### config.mk
export PLATFORM = sky130hd
export DESIGN_NAME = regfile_wb_arbiter
export DESIGN_NICKNAME = d
export VERILOG_FILES = /design/src/rtl/regfile_wb_arbiter.sv
export SDC_FILE = /design/constraint.sdc
export NUM_CORES = 1
export LEC_CHECK = 0
export BUFFER_PORTS_ARGS = -buffer_cell sky130_fd_sc_hd__buf_2
export CAP_MARGIN = 20
export CORE_MARGIN = 3
export CORE_UTILIZATION = 62
export DETAILED_ROUTE_END_ITERATION = 10
export PLACE_DENSITY = 0.86
export SLEW_MARGIN = 20
export SYNTH_ARGS = -nofsm -noshare
export SYNTH_HDL_FRONTEND = slang
export SYNTH_SLANG_ARGS = --single-unit
### constraint.sdc
create_clock -name clk -period 4.4 [get_ports clk]
set_input_delay 0 -clock clk [delete_from_list [all_inputs] [get_ports clk]]
set_output_delay 0 -clock clk [all_outputs]
set_load 0.03 [all_outputs]
### src/rtl/regfile_wb_arbiter.sv
// regfile_wb_arbiter
// Arbitrates the single write port of the 32x32 integer register file
// between two producers. Each producer has its own small FIFO.
//   clk, rst               : single clock, synchronous active-high reset
//   a_valid/a_ready/a_reg/a_data : requester A (ALU results)
//   b_valid/b_ready/b_reg/b_data : requester B (load/memory results)
//   EnableWrite/write_reg/write_data : registered register-file write port
//   pending                : per-register mask of accepted, uncommitted writes
module regfile_wb_arbiter #(
  parameter int DEPTH  = 2,
  parameter int DATA_W = 32
) (
  input  logic              clk,
  input  logic              rst,
  input  logic              a_valid,
  output logic              a_ready,
  input  logic [4:0]        a_reg,
  input  logic [DATA_W-1:0] a_data,
  input  logic              b_valid,
  output logic              b_ready,
  input  logic [4:0]        b_reg,
  input  logic [DATA_W-1:0] b_data,
  output logic              EnableWrite,
  output logic [4:0]        write_reg,
  output logic [DATA_W-1:0] write_data,
  output logic [31:0]       pending
);

  localparam int PTR_W = $clog2(DEPTH);
  localparam int CNT_W = PTR_W + 1;
  localparam logic [CNT_W-1:0] FULL = CNT_W'(DEPTH);

  logic [4:0]        a_reg_mem_q  [DEPTH];
  logic [4:0]        a_reg_mem_d  [DEPTH];
  logic [DATA_W-1:0] a_data_mem_q [DEPTH];
  logic [DATA_W-1:0] a_data_mem_d [DEPTH];
  logic [PTR_W-1:0]  a_wr_ptr_q, a_wr_ptr_d, a_rd_ptr_q, a_rd_ptr_d;
  logic [CNT_W-1:0]  a_count_q, a_count_d;

  logic [4:0]        b_reg_mem_q  [DEPTH];
  logic [4:0]        b_reg_mem_d  [DEPTH];
  logic [DATA_W-1:0] b_data_mem_q [DEPTH];
  logic [DATA_W-1:0] b_data_mem_d [DEPTH];
  logic [PTR_W-1:0]  b_wr_ptr_q, b_wr_ptr_d, b_rd_ptr_q, b_rd_ptr_d;
  logic [CNT_W-1:0]  b_count_q, b_count_d;

  // rr_ptr: 0 = A has priority on the next contended grant, 1 = B
  logic              rr_ptr_q, rr_ptr_d;
  logic              enable_write_q, enable_write_d;
  logic [4:0]        write_reg_q, write_reg_d;
  logic [DATA_W-1:0] write_data_q, write_data_d;

  logic a_push, b_push, a_ne, b_ne, grant_a, grant_b;

  // Ready depends only on occupancy, so a full FIFO never takes a new
  // entry in the cycle it pops.
  assign a_ready = (a_count_q < FULL) && !rst;
  assign b_ready = (b_count_q < FULL) && !rst;
  assign a_push  = a_valid && a_ready;
  assign b_push  = b_valid && b_ready;
  assign a_ne    = (a_count_q != '0);
  assign b_ne    = (b_count_q != '0);
  assign grant_a = a_ne && (!b_ne || !rr_ptr_q);
  assign grant_b = b_ne && (!a_ne ||  rr_ptr_q);

  always_comb begin
    a_reg_mem_d  = a_reg_mem_q;
    a_data_mem_d = a_data_mem_q;
    a_wr_ptr_d   = a_wr_ptr_q;
    a_rd_ptr_d   = a_rd_ptr_q;
    a_count_d    = a_count_q;
    if (a_push) begin
      a_reg_mem_d[a_wr_ptr_q]  = a_reg;
      a_data_mem_d[a_wr_ptr_q] = a_data;
      a_wr_ptr_d = a_wr_ptr_q + PTR_W'(1);
    end
    if (grant_a) a_rd_ptr_d = a_rd_ptr_q + PTR_W'(1);
    case ({a_push, grant_a})
      2'b10:   a_count_d = a_count_q + CNT_W'(1);
      2'b01:   a_count_d = a_count_q - CNT_W'(1);
      default: a_count_d = a_count_q;
    endcase
  end

  always_comb begin
    b_reg_mem_d  = b_reg_mem_q;
    b_data_mem_d = b_data_mem_q;
    b_wr_ptr_d   = b_wr_ptr_q;
    b_rd_ptr_d   = b_rd_ptr_q;
    b_count_d    = b_count_q;
    if (b_push) begin
      b_reg_mem_d[b_wr_ptr_q]  = b_reg;
      b_data_mem_d[b_wr_ptr_q] = b_data;
      b_wr_ptr_d = b_wr_ptr_q + PTR_W'(1);
    end
    if (grant_b) b_rd_ptr_d = b_rd_ptr_q + PTR_W'(1);
    case ({b_push, grant_b})
      2'b10:   b_count_d = b_count_q + CNT_W'(1);
      2'b01:   b_count_d = b_count_q - CNT_W'(1);
      default: b_count_d = b_count_q;
    endcase
  end

  // Output stage: a popped r0 write is consumed but never strobed.
  always_comb begin
    rr_ptr_d       = rr_ptr_q;
    enable_write_d = 1'b0;
    write_reg_d    = write_reg_q;
    write_data_d   = write_data_q;
    if (a_ne && b_ne) rr_ptr_d = ~rr_ptr_q;
    if (grant_a) begin
      write_reg_d    = a_reg_mem_q[a_rd_ptr_q];
      write_data_d   = a_data_mem_q[a_rd_ptr_q];
      enable_write_d = (a_reg_mem_q[a_rd_ptr_q] != 5'd0);
    end else if (grant_b) begin
      write_reg_d    = b_reg_mem_q[b_rd_ptr_q];
      write_data_d   = b_data_mem_q[b_rd_ptr_q];
      enable_write_d = (b_reg_mem_q[b_rd_ptr_q] != 5'd0);
    end
  end

  // Occupied slots are the count entries starting at the read pointer.
  always_comb begin
    logic [31:0]      pend;
    logic [PTR_W-1:0] slot;
    pend = '0;
    slot = '0;
    for (int k = 0; k < DEPTH; k++) begin
      slot = a_rd_ptr_q + PTR_W'(k);
      if (CNT_W'(k) < a_count_q) pend[a_reg_mem_q[slot]] = 1'b1;
      slot = b_rd_ptr_q + PTR_W'(k);
      if (CNT_W'(k) < b_count_q) pend[b_reg_mem_q[slot]] = 1'b1;
    end
    if (enable_write_q) pend[write_reg_q] = 1'b1;
    pend[0] = 1'b0;
    pending = pend;
  end

  always_ff @(posedge clk) begin
    if (rst) begin
      a_wr_ptr_q     <= '0;
      a_rd_ptr_q     <= '0;
      a_count_q      <= '0;
      b_wr_ptr_q     <= '0;
      b_rd_ptr_q     <= '0;
      b_count_q      <= '0;
      rr_ptr_q       <= 1'b0;
      enable_write_q <= 1'b0;
      write_reg_q    <= '0;
      write_data_q   <= '0;
    end else begin
      a_wr_ptr_q     <= a_wr_ptr_d;
      a_rd_ptr_q     <= a_rd_ptr_d;
      a_count_q      <= a_count_d;
      b_wr_ptr_q     <= b_wr_ptr_d;
      b_rd_ptr_q     <= b_rd_ptr_d;
      b_count_q      <= b_count_d;
      rr_ptr_q       <= rr_ptr_d;
      enable_write_q <= enable_write_d;
      write_reg_q    <= write_reg_d;
      write_data_q   <= write_data_d;
    end
  end

  // Storage needs no reset: slots outside the count window are never read.
  always_ff @(posedge clk) begin
    a_reg_mem_q  <= a_reg_mem_d;
    a_data_mem_q <= a_data_mem_d;
    b_reg_mem_q  <= b_reg_mem_d;
    b_data_mem_q <= b_data_mem_d;
  end

  assign EnableWrite = enable_write_q;
  assign write_reg   = write_reg_q;
  assign write_data  = write_data_q;

endmodule
==> metrics, run 1 <==
nets=1079; worst slew pin tran=1.11 ns; slowest CP cell=dfxtp_4; area of the core=0.0148 mm^2; Net Count, Synth=894; Psw=2.88 mW; maximum VDD drop=0.424 mV; total track usage=38.4%; fmax=318 MHz; DRC Markers=0; Worst Skew=0.0137 ns; FF-to-FF End=write_data[20]; mean post-synth cell area=11.8 um^2; final period utilization=71.4%; PwrDens=578 mW/mm^2; cell with the most instances after synthesis=edfxtp_1; maximum number of pins on one net before global-route repair=100; post-synthesis adder-cell area fraction=0.782%; cell breakdown of the critical path=inv_1 -> o32ai_1 -> a22oi_1 -> nand3_1 -> buf_2; max_cap viols=0; met3 usage in global routing=8.78%; first-pass GRT wire length=48800 um; share of layout cells above drive strength 1=21.9%; Top FF cell, synth=edfxtp_1; Post-Synth Simple-Gate Area=14.5%; crit path DAT=3.14 ns; total grt overflow=0; ys async rst share=0%; synth unique cells=76; static leakage=4.26 nW; sequential power share=39.6%; sequential share of the synthesized area=56.1%; Hold Path Sink=b_wr_ptr_q; WL per Instance=27.3 um; Comb pwr share=37.0%; Crit Path Category=reg -> out; Skew-Pair Late Insertion Delay=0.44 ns; R2R depth=5; IO Count=150; initial drt markers=1258; number of flops mapped to enable cells by yosys=148; clock network fraction of total power=23.5%; Worst Path Buf+Inv=2; largest family of logic cells by synthesized area=compound AO/OA/AOI/OAI gates; Synth area leader=edfxtp_1; drt via density=7.20; reg2reg setup slack=1.29 ns; Overall Power=6.73 mW; relative slew slack=25.8%; vias=8601; met1 Resource Use GR=49.5%; YS warnings=0; row count=44; drt total wl=32500 um; Top Family by Delay on Critical Path=flip-flops; status=finished, final reports clean; clk slew on worst S/H paths=0.08 ns; required time at the worst-slack endpoint=4.40 ns; Inserted Clock Buffers=17; crit path time final=3.14 ns; dpl hpwl=17900 um; H-Tree Depth=4; die width=130 um; Int Pwr=3.85 mW; compound-cell area share of the yosys netlist=17.4%; Post-CTS Setup Bufs=0; Switching Fraction=42.7%; setup TNS=0 ns; die area=0.0170 mm^2; Crit path depth=5; Netlist Area Pre-Place=0.00960 mm^2; max-slew violations=0; vias in the first global route=8348; Hold Startpoint=b_valid; FILL cells=790; R2R Path Start=a_count_q[1]; Critical Path Max Stage Delay=1.10 ns; Port Buffer Count=148; initial antenna violation count=0; xor/xnor share of the synthesized area=0.730%; Layout area overhead=21.5%; Hold Violations, Final=0; Max Root-Sink Buffers=2; CTS tree=done; CP Launch Type=flop; mux contribution to synthesized area=6.14%; antenna-violating nets left=0; Hold Crit Class=in -> reg; Clock Sinks=195; Synth Register Bits=195; Setup-failing EPs final=0; met2 usage=62.3%; Worst Path Max Fanout=99; top cells by count, synth=148 x edfxtp_1, 77 x nor2_1, 47 x dfxtp_1; CP Capture Type=output pin; Worst Hold Path Cells=4; GPL Wtd Cong=1.10; ranking of synthesized cells by area=edfxtp_1 46%, dfxtp_1 9.8%, mux2i_1 4.3%; RSZ-0062 raised after global routing=false; gr busiest metal=met2; die height=130 um; root buf cell=clkbuf_16; Starting Density=64.8%; Post-Synthesis Cells=810; area share of the largest cell type after synthesis=46.3%; 1st-pass router iterations=6
area by class of cell:
cell class	count	area, um^2	share of cell area [%]
clock inverters	15	176	1.51
clock buffers	17	425	3.65
inverters	13	48.8	0.419
flip-flops and latches	195	5390	46.3
repair buffers	227	1540	13.2
diodes	2	5.00	0.0429
well taps	184	230	1.98
multi-input cells	541	3830	32.9
power by group through the flow:
stage / Sequential, mW / Combinational, mW / Clock [mW]
4_1_cts: 2.62 / 2.32 / 1.53
2_1_floorplan: 2.72 / 1.52 / 0
3_3_place_gp: 2.64 / 2.19 / 0
6_report: 2.66 / 2.49 / 1.58
5_1_grt: 2.68 / 2.60 / 1.64
3_5_place_dp: 2.64 / 2.24 / 0
what timing repair did:
item	4_1_cts	5_1_grt
resized for setup	0	0
hold endpoints to repair	148	0
hold buffers	74	0
worst max-delay path by stage:
stage / startpoint / slack (ns) / to
floorplan: a_count_q[1] / 1.38 / a_data_mem_q[32]
finish: b_rd_ptr_q / 1.26 / pending[17]
CTS: b_rd_ptr_q / 1.38 / pending[10]
detailed placement: a_count_q[1] / 1.73 / write_data[2]
global route: b_rd_ptr_q / 1.11 / pending[7]
global placement: b_rd_ptr_q / 1.88 / pending[10]
worst register-to-register path, delay by kind of cell, from the launching register on:
family	cells	cell delay, ns
flip-flops	1	0.43
AO/OA/AOI/OAI	1	0.91
AND/OR/NAND/NOR	2	1.03
buffers and inverters	1	0.12
adder cells (fa/ha/maj)	1	0.44
placed cells by master, fill, tap and decap left out, types with 5 or more instances in the layout:
| cell | instances |
|---|---|
| edfxtp_1 | 148 |
| buf_2 | 148 |
| nor2_1 | 75 |
| dlygate4sd3_1 | 74 |
| dfxtp_1 | 45 |
| mux2i_1 | 41 |
| a211oi_1 | 35 |
| nor2b_1 | 35 |
| nand2_1 | 35 |
| a22oi_1 | 26 |
| nand3_1 | 23 |
| a2111oi_0 | 21 |
| nand2b_1 | 19 |
| o22ai_1 | 18 |
| clkbuf_16 | 17 |
| inv_1 | 13 |
| a21oi_1 | 13 |
| or3_1 | 13 |
| a221oi_1 | 12 |
| mux2_2 | 12 |
| a32oi_1 | 11 |
| o32ai_1 | 10 |
| nand3b_1 | 9 |
| nor3_1 | 8 |
| a22o_1 | 7 |
| nor3b_1 | 7 |
| a222oi_1 | 6 |
| xor2_1 | 6 |
| ha_1 | 6 |
| o32a_1 | 5 |
| o21ai_0 | 5 |
cell families after synthesis:
group / count (synthesis)
compound gates: 209
flops: 195
other cells: 1
mux: 56
fa+ha+maj: 6
xor+xnor: 8
simple gates: 261
buf+inv: 74
through the flow:
stage / utilization (%) / hold WS [ns] / std cells / setup slack [ns] / instance area, um^2
4_1_cts: 78.5 / 0.0239 / 1191 / 1.38 / 11600
3_5_place_dp: 69.5 / 0.191 / 1085 / 1.73 / 10300
3_3_place_gp: 69.3 / 0.188 / 1084 / 1.88 / 10300
6_report: 78.7 / 0.136 / 1194 / 1.26 / 11700
2_1_floorplan: - / 0.0989 / 810 / 1.38 / 9600
5_1_grt: 78.7 / 0.153 / 1192 / 1.11 / 11600
routing by layer:
layer,vias to the layer above,part of all wire (%)
li1,3571,-
met1,3985,34
met2,880,48
met3,165,12
met4,0,5.5
met5,-,0
Note: power is estimated with default switching activity, not from simulation.
==> run 2: changes to the inputs <==
--- a/config.mk
+++ b/config.mk
@@ -5,12 +5,13 @@
 export SDC_FILE = /design/constraint.sdc
 export NUM_CORES = 1
 export LEC_CHECK = 0
+export ABC_AREA = 1
 export BUFFER_PORTS_ARGS = -buffer_cell sky130_fd_sc_hd__buf_2
 export CAP_MARGIN = 20
 export CORE_MARGIN = 3
-export CORE_UTILIZATION = 62
+export CORE_UTILIZATION = 57
 export DETAILED_ROUTE_END_ITERATION = 10
-export PLACE_DENSITY = 0.86
+export PLACE_DENSITY = 0.8
 export SLEW_MARGIN = 20
 export SYNTH_ARGS = -nofsm -noshare
 export SYNTH_HDL_FRONTEND = slang
==> constraint.sdc (replaced) <==
create_clock -name clk -period 3.1 [get_ports clk]
set_input_delay 0 -clock clk [delete_from_list [all_inputs] [get_ports clk]]
set_output_delay 0 -clock clk [all_outputs]
set_load 0.03 [all_outputs]
==> metrics, run 2 <==
Worst Skew=0.0237 ns; required time at the worst-slack endpoint=3.10 ns; fmax=366 MHz; die height=133 um; Critical Path Max Stage Delay=0.76 ns; Hold Crit Class=in -> reg; synth unique cells=35; maximum number of pins on one net before global-route repair=39; Inst Count DP=1395; root buf cell=clkbuf_16; most frequent cells in the layout=324 x nor2_1, 188 x nand2_1, 148 x edfxtp_1, 148 x buf_2, 110 x nand3_1; max_cap viols=0; nets=1366; Overall Power=9.87 mW; Worst Path Max Fanout=33; Setup-failing EPs final=0; vias in the first global route=8077; Post-Synthesis Cells=1058; Netlist Area Pre-Place=0.00925 mm^2; first-pass GRT wire length=41800 um; Port Buffer Count=148; worst slew pin tran=0.737 ns; crit path DAT=2.73 ns; mean post-synth cell area=8.74 um^2; CTS tree=done; setup TNS=0 ns; DRC Markers=0; Hold Violations, Final=0; reg2reg setup slack=0.66 ns; final period utilization=88.0%; R2R depth=6; clk slew on worst S/H paths=0.07 ns; total track usage=30.0%; R2R Path Start=a_count_q[1]; Starting Density=59.5%; share of layout cells above drive strength 1=18.0%; drt via density=5.49; die area=0.0178 mm^2; H-Tree Depth=4; 1st-pass router iterations=6; status=finished, final reports clean; Max Root-Sink Buffers=2; cell breakdown of the critical path=inv_2 -> nand2_1 -> nand2_1 -> inv_1 -> nand3_1 -> nor2_1 -> nor2_1 -> nand3_1 -> buf_2; row count=45; Net Count, Synth=1142; Crit Path Category=reg -> out; area share of the largest cell type after synthesis=48.0%; maximum VDD drop=0.542 mV; FF-to-FF End=a_wr_ptr_q; top cells by count, synth=328 x nor2_1, 188 x nand2_1, 148 x edfxtp_1; most common cell after layout, fill and taps aside=nor2_1; YS warnings=0; total grt overflow=0; slowest CP cell=dfxtp_2; Layout area overhead=24.5%; Clock Sinks=195; CP Launch Type=flop; PwrDens=857 mW/mm^2; sequential share of the synthesized area=58.2%; Top FF cell, synth=edfxtp_1; area of the core=0.0155 mm^2; Synth Register Bits=195; WL per Instance=17.9 um; RSZ-0062 raised after global routing=false; vias=8273; CP Launch Point=a_rd_ptr_q; initial drt markers=701; IO Count=150; FILL cells=1092; worst setup path endpoint=pending[1]; ranking of synthesized cells by area=edfxtp_1 48%, nor2_1 13%, dfxtp_1 10%; static leakage=4.87 nW; antenna-violating nets left=0; CP Capture Type=output pin; cell with the most instances after synthesis=nor2_1; GPL Wtd Cong=1.01; Post-Layout Cell Count=1507; Synth area leader=edfxtp_1; initial antenna violation count=2; relative slew slack=50.7%; die width=133 um; max-slew violations=0; drt total wl=26900 um; crit path time final=2.73 ns; dpl hpwl=16600 um; number of flops mapped to enable cells by yosys=148; Skew-Pair Late Insertion Delay=0.44 ns; Inserted Clock Buffers=17; ys async rst share=0%
## run 2: final cells by class
type | instances | area [um^2] | share of cell area [%]
antenna | 2 | 5.00 | 0.0434
clock buffer | 19 | 433 | 3.76
clock inverter | 12 | 130 | 1.13
inverter | 62 | 233 | 2.02
multi-input combinational | 765 | 3430 | 29.8
sequential | 195 | 5390 | 46.8
tap | 211 | 264 | 2.29
timing repair buffer | 241 | 1640 | 14.2
## run 2: critical path, delay by kind of cell, from the launching register on
kind                   cells  cell delay (ns)
buffers and inverters      3             0.59
and+or+nand+nor            6             0.96
DFF                        1             0.76
## run 2: how the worst min path moves through the flow
stage	to	cells after the start	start
floorplan	a_data_mem_q[0]	0	a_data[0]
finish	b_data_mem_q[9]	2	b_data[9]
global route	b_data_mem_q[25]	2	b_data[25]
detailed placement	b_data_mem_q[22]	1	b_data[22]
CTS	a_data_mem_q[32]	2	a_data[0]
global placement	b_data_mem_q[54]	1	b_data[22]
## run 2: cell families after synthesis
group	count (synthesis)	share of synthesized area (%)
AND/OR/NAND/NOR	655	29.2
flip-flops	195	58.2
AO/OA/AOI/OAI	98	6.26
buffers and inverters	98	5.03
adder cells (fa/ha/maj)	6	0.811
XOR/XNOR	5	0.473
other	1	0.0405
## run 2: metrics by stage
step                cell area [um^2]  setup WS, ns  hold WS, ns  utilization, %
floorplan                       9250        0.0774       0.0989               -
global placement               10200         0.951        0.187            65.4
global route                   11500         0.173        0.290            74.1
detailed placement             10200         0.856        0.191            65.4
finish                         11500         0.371        0.280            74.1
CTS                            11500         0.377        0.271            74.1
## run 2: report_power, final
part	internal, mW	switching, mW	leakage (nW)
clock network	1.19	0.953	0.271
logic	1.15	3.03	2.85
registers	3.21	0.334	1.74
total	5.55	4.32	4.87
## run 2: layer usage
layer	track usage, %	up-vias	share of wire (%)
met1	38.0	3803	39
li1	-	3935	-
met3	6.38	59	9.5
met4	10.9	0	2.8
met2	51.4	476	49
met5	0	-	0
## run 2: repair_timing
action / CTS / global route
gates resized for setup: 0 / 0
setup buffers: 0 / 0
endpoints found under the hold margin: 157 / 0
hold buffers: 79 / 0
==> run 3: changes to the inputs <==
--- a/config.mk
+++ b/config.mk
@@ -12,6 +12,7 @@
 export CORE_UTILIZATION = 57
 export DETAILED_ROUTE_END_ITERATION = 10
 export PLACE_DENSITY = 0.8
+export REMOVE_ABC_BUFFERS = 1
 export SLEW_MARGIN = 20
 export SYNTH_ARGS = -nofsm -noshare
 export SYNTH_HDL_FRONTEND = slang
==> metrics, run 3 (same netlist as run 2, synthesis figures left out) <==
Max Root-Sink Buffers=2; Clock Sinks=195; crit path DAT=2.74 ns; CP Capture Type=output pin; Setup-failing EPs final=0; R2R Path Start=a_count_q[1]; max_cap viols=0; Place WS=0.883 ns; die area=0.0178 mm^2; PwrDens=860 mW/mm^2; drt total wl=27800 um; Hold Startpoint=b_data[13]; Hold Violations, Final=0; relative slew slack=48.2%; row count=45; slowest CP cell=dfxtp_2; Placed Area=0.0102 mm^2; status=finished, final reports clean; static leakage=4.87 nW; first-pass GRT wire length=43300 um; Worst Path Max Fanout=23; Util after Layout=74.3%; clk slew on worst S/H paths=0.07 ns; Worst Hold Path Cells=2; maximum number of pins on one net before global-route repair=45; Critical Path Max Stage Delay=0.72 ns; RSZ-0062 raised after global routing=false; die height=133 um; number of diodes=0; 1st-pass router iterations=9; Worst Path Buf+Inv=3; GPL Wtd Cong=0.990; die width=133 um; CP Launch Point=b_rd_ptr_q; DRC Markers=0; FF-to-FF End=a_wr_ptr_q; total grt overflow=0; hold_buf cts=79; Overall Power=9.93 mW; Port Buffer Count=148; Post-CTS Setup Bufs=0; Layout area overhead=24.8%; post-layout instance area=0.0115 mm^2; most frequent cells in the layout=324 x nor2_1, 188 x nand2_1, 148 x edfxtp_1, 148 x buf_2, 110 x nand3_1; crit path time final=2.74 ns; Hold Path Sink=b_data_mem_q[13]; antenna-violating nets left=0; initial drt markers=915; Hold Crit Class=in -> reg; reg2reg setup slack=0.69 ns; max-slew violations=0; Starting Density=59.5%; cell breakdown of the critical path=inv_1 -> nand2_1 -> nand2_1 -> inv_1 -> nand3_1 -> nor2_1 -> nor2_1 -> nand3_1 -> buf_2; maximum VDD drop=0.607 mV; fmax=364 MHz; H-Tree Depth=4; post_cts resized=0; nets=1366; Skew-Pair Late Insertion Delay=0.44 ns; IO Count=150; total track usage=31.4%; vias in the first global route=8203; Crit Path Category=reg -> out; share of layout cells above drive strength 1=18.3%; final period utilization=88.5%; WL per Instance=18.5 um; CTS tree=done; initial antenna violation count=0; required time at the worst-slack endpoint=3.10 ns; Worst Skew=0.0151 ns; most common cell after layout, fill and taps aside=nor2_1; Setup WS post-layout=0.356 ns; root buf cell=clkbuf_16; drt via density=5.64; vias=8487; Inserted Clock Buffers=17; worst slew pin tran=0.776 ns; dpl hpwl=17400 um; R2R depth=6; CP Launch Type=flop; Top Family by Delay on Critical Path=buffers and inverters; area of the core=0.0155 mm^2
-- run 3: changes by cell type in the layout (fill, tap and decap cells not counted), sizes merged --
cell	before	now
bufinv	2	1
clkinvlp	2	4
diode	2	0
clkinv	5	4
inv	65	66
-- run 3: cell type report --
class	count	area, um^2
flip-flops and latches	195	5390
fillers	1089	3990
multi-input cells	765	3430
repair buffers	241	1650
clock buffers	19	443
well taps	211	264
inverters	62	233
clock inverters	13	141
-- run 3: worst register-to-register path: stages, from the launching register on --
cell and delay (ns):
dfxtp_1 0.32, nor2_1 0.19, nand2_1 0.23, nor2_4 0.41, buf_4 0.45, nor3_1 0.11, dlygate4sd3_1 0.59
-- run 3: metal layers --
metal / routed length [um] / global-route usage (%) / vias up
li1: - / - / 3941
met1: 10300 / 38.9 / 3930
met2: 14100 / 54.5 / 517
met3: 2310 / 5.14 / 99
met4: 1110 / 13.8 / 0
met5: 0 / 0 / -
-- run 3: per-stage QoR --
step	hold slack, ns	TNS (ns)	cells
after global routing	0.285	0	1506
after detailed placement	0.191	0	1395
final	0.284	0	1506
after floorplan	0.0691	-5.94	1022
after CTS	0.263	0	1506
after global placement	0.188	0	1395
-- run 3: report_power, final --
group | internal [mW] | switching [mW] | total, mW
Clock | 1.16 | 1.02 | 2.18
Sequential | 3.21 | 0.302 | 3.52
Combinational | 1.17 | 3.07 | 4.24
-- run 3: worst max path at each step --
stage / endpoint / slack, ns / cells past startpoint
2_1_floorplan: pending[2] / -0.27 / 7
3_3_place_gp: write_data[2] / 0.90 / 9
3_5_place_dp: a_count_q[1] / 0.88 / 10
4_1_cts: pending[2] / 0.42 / 8
5_1_grt: pending[16] / 0.20 / 9
6_report: pending[4] / 0.36 / 9
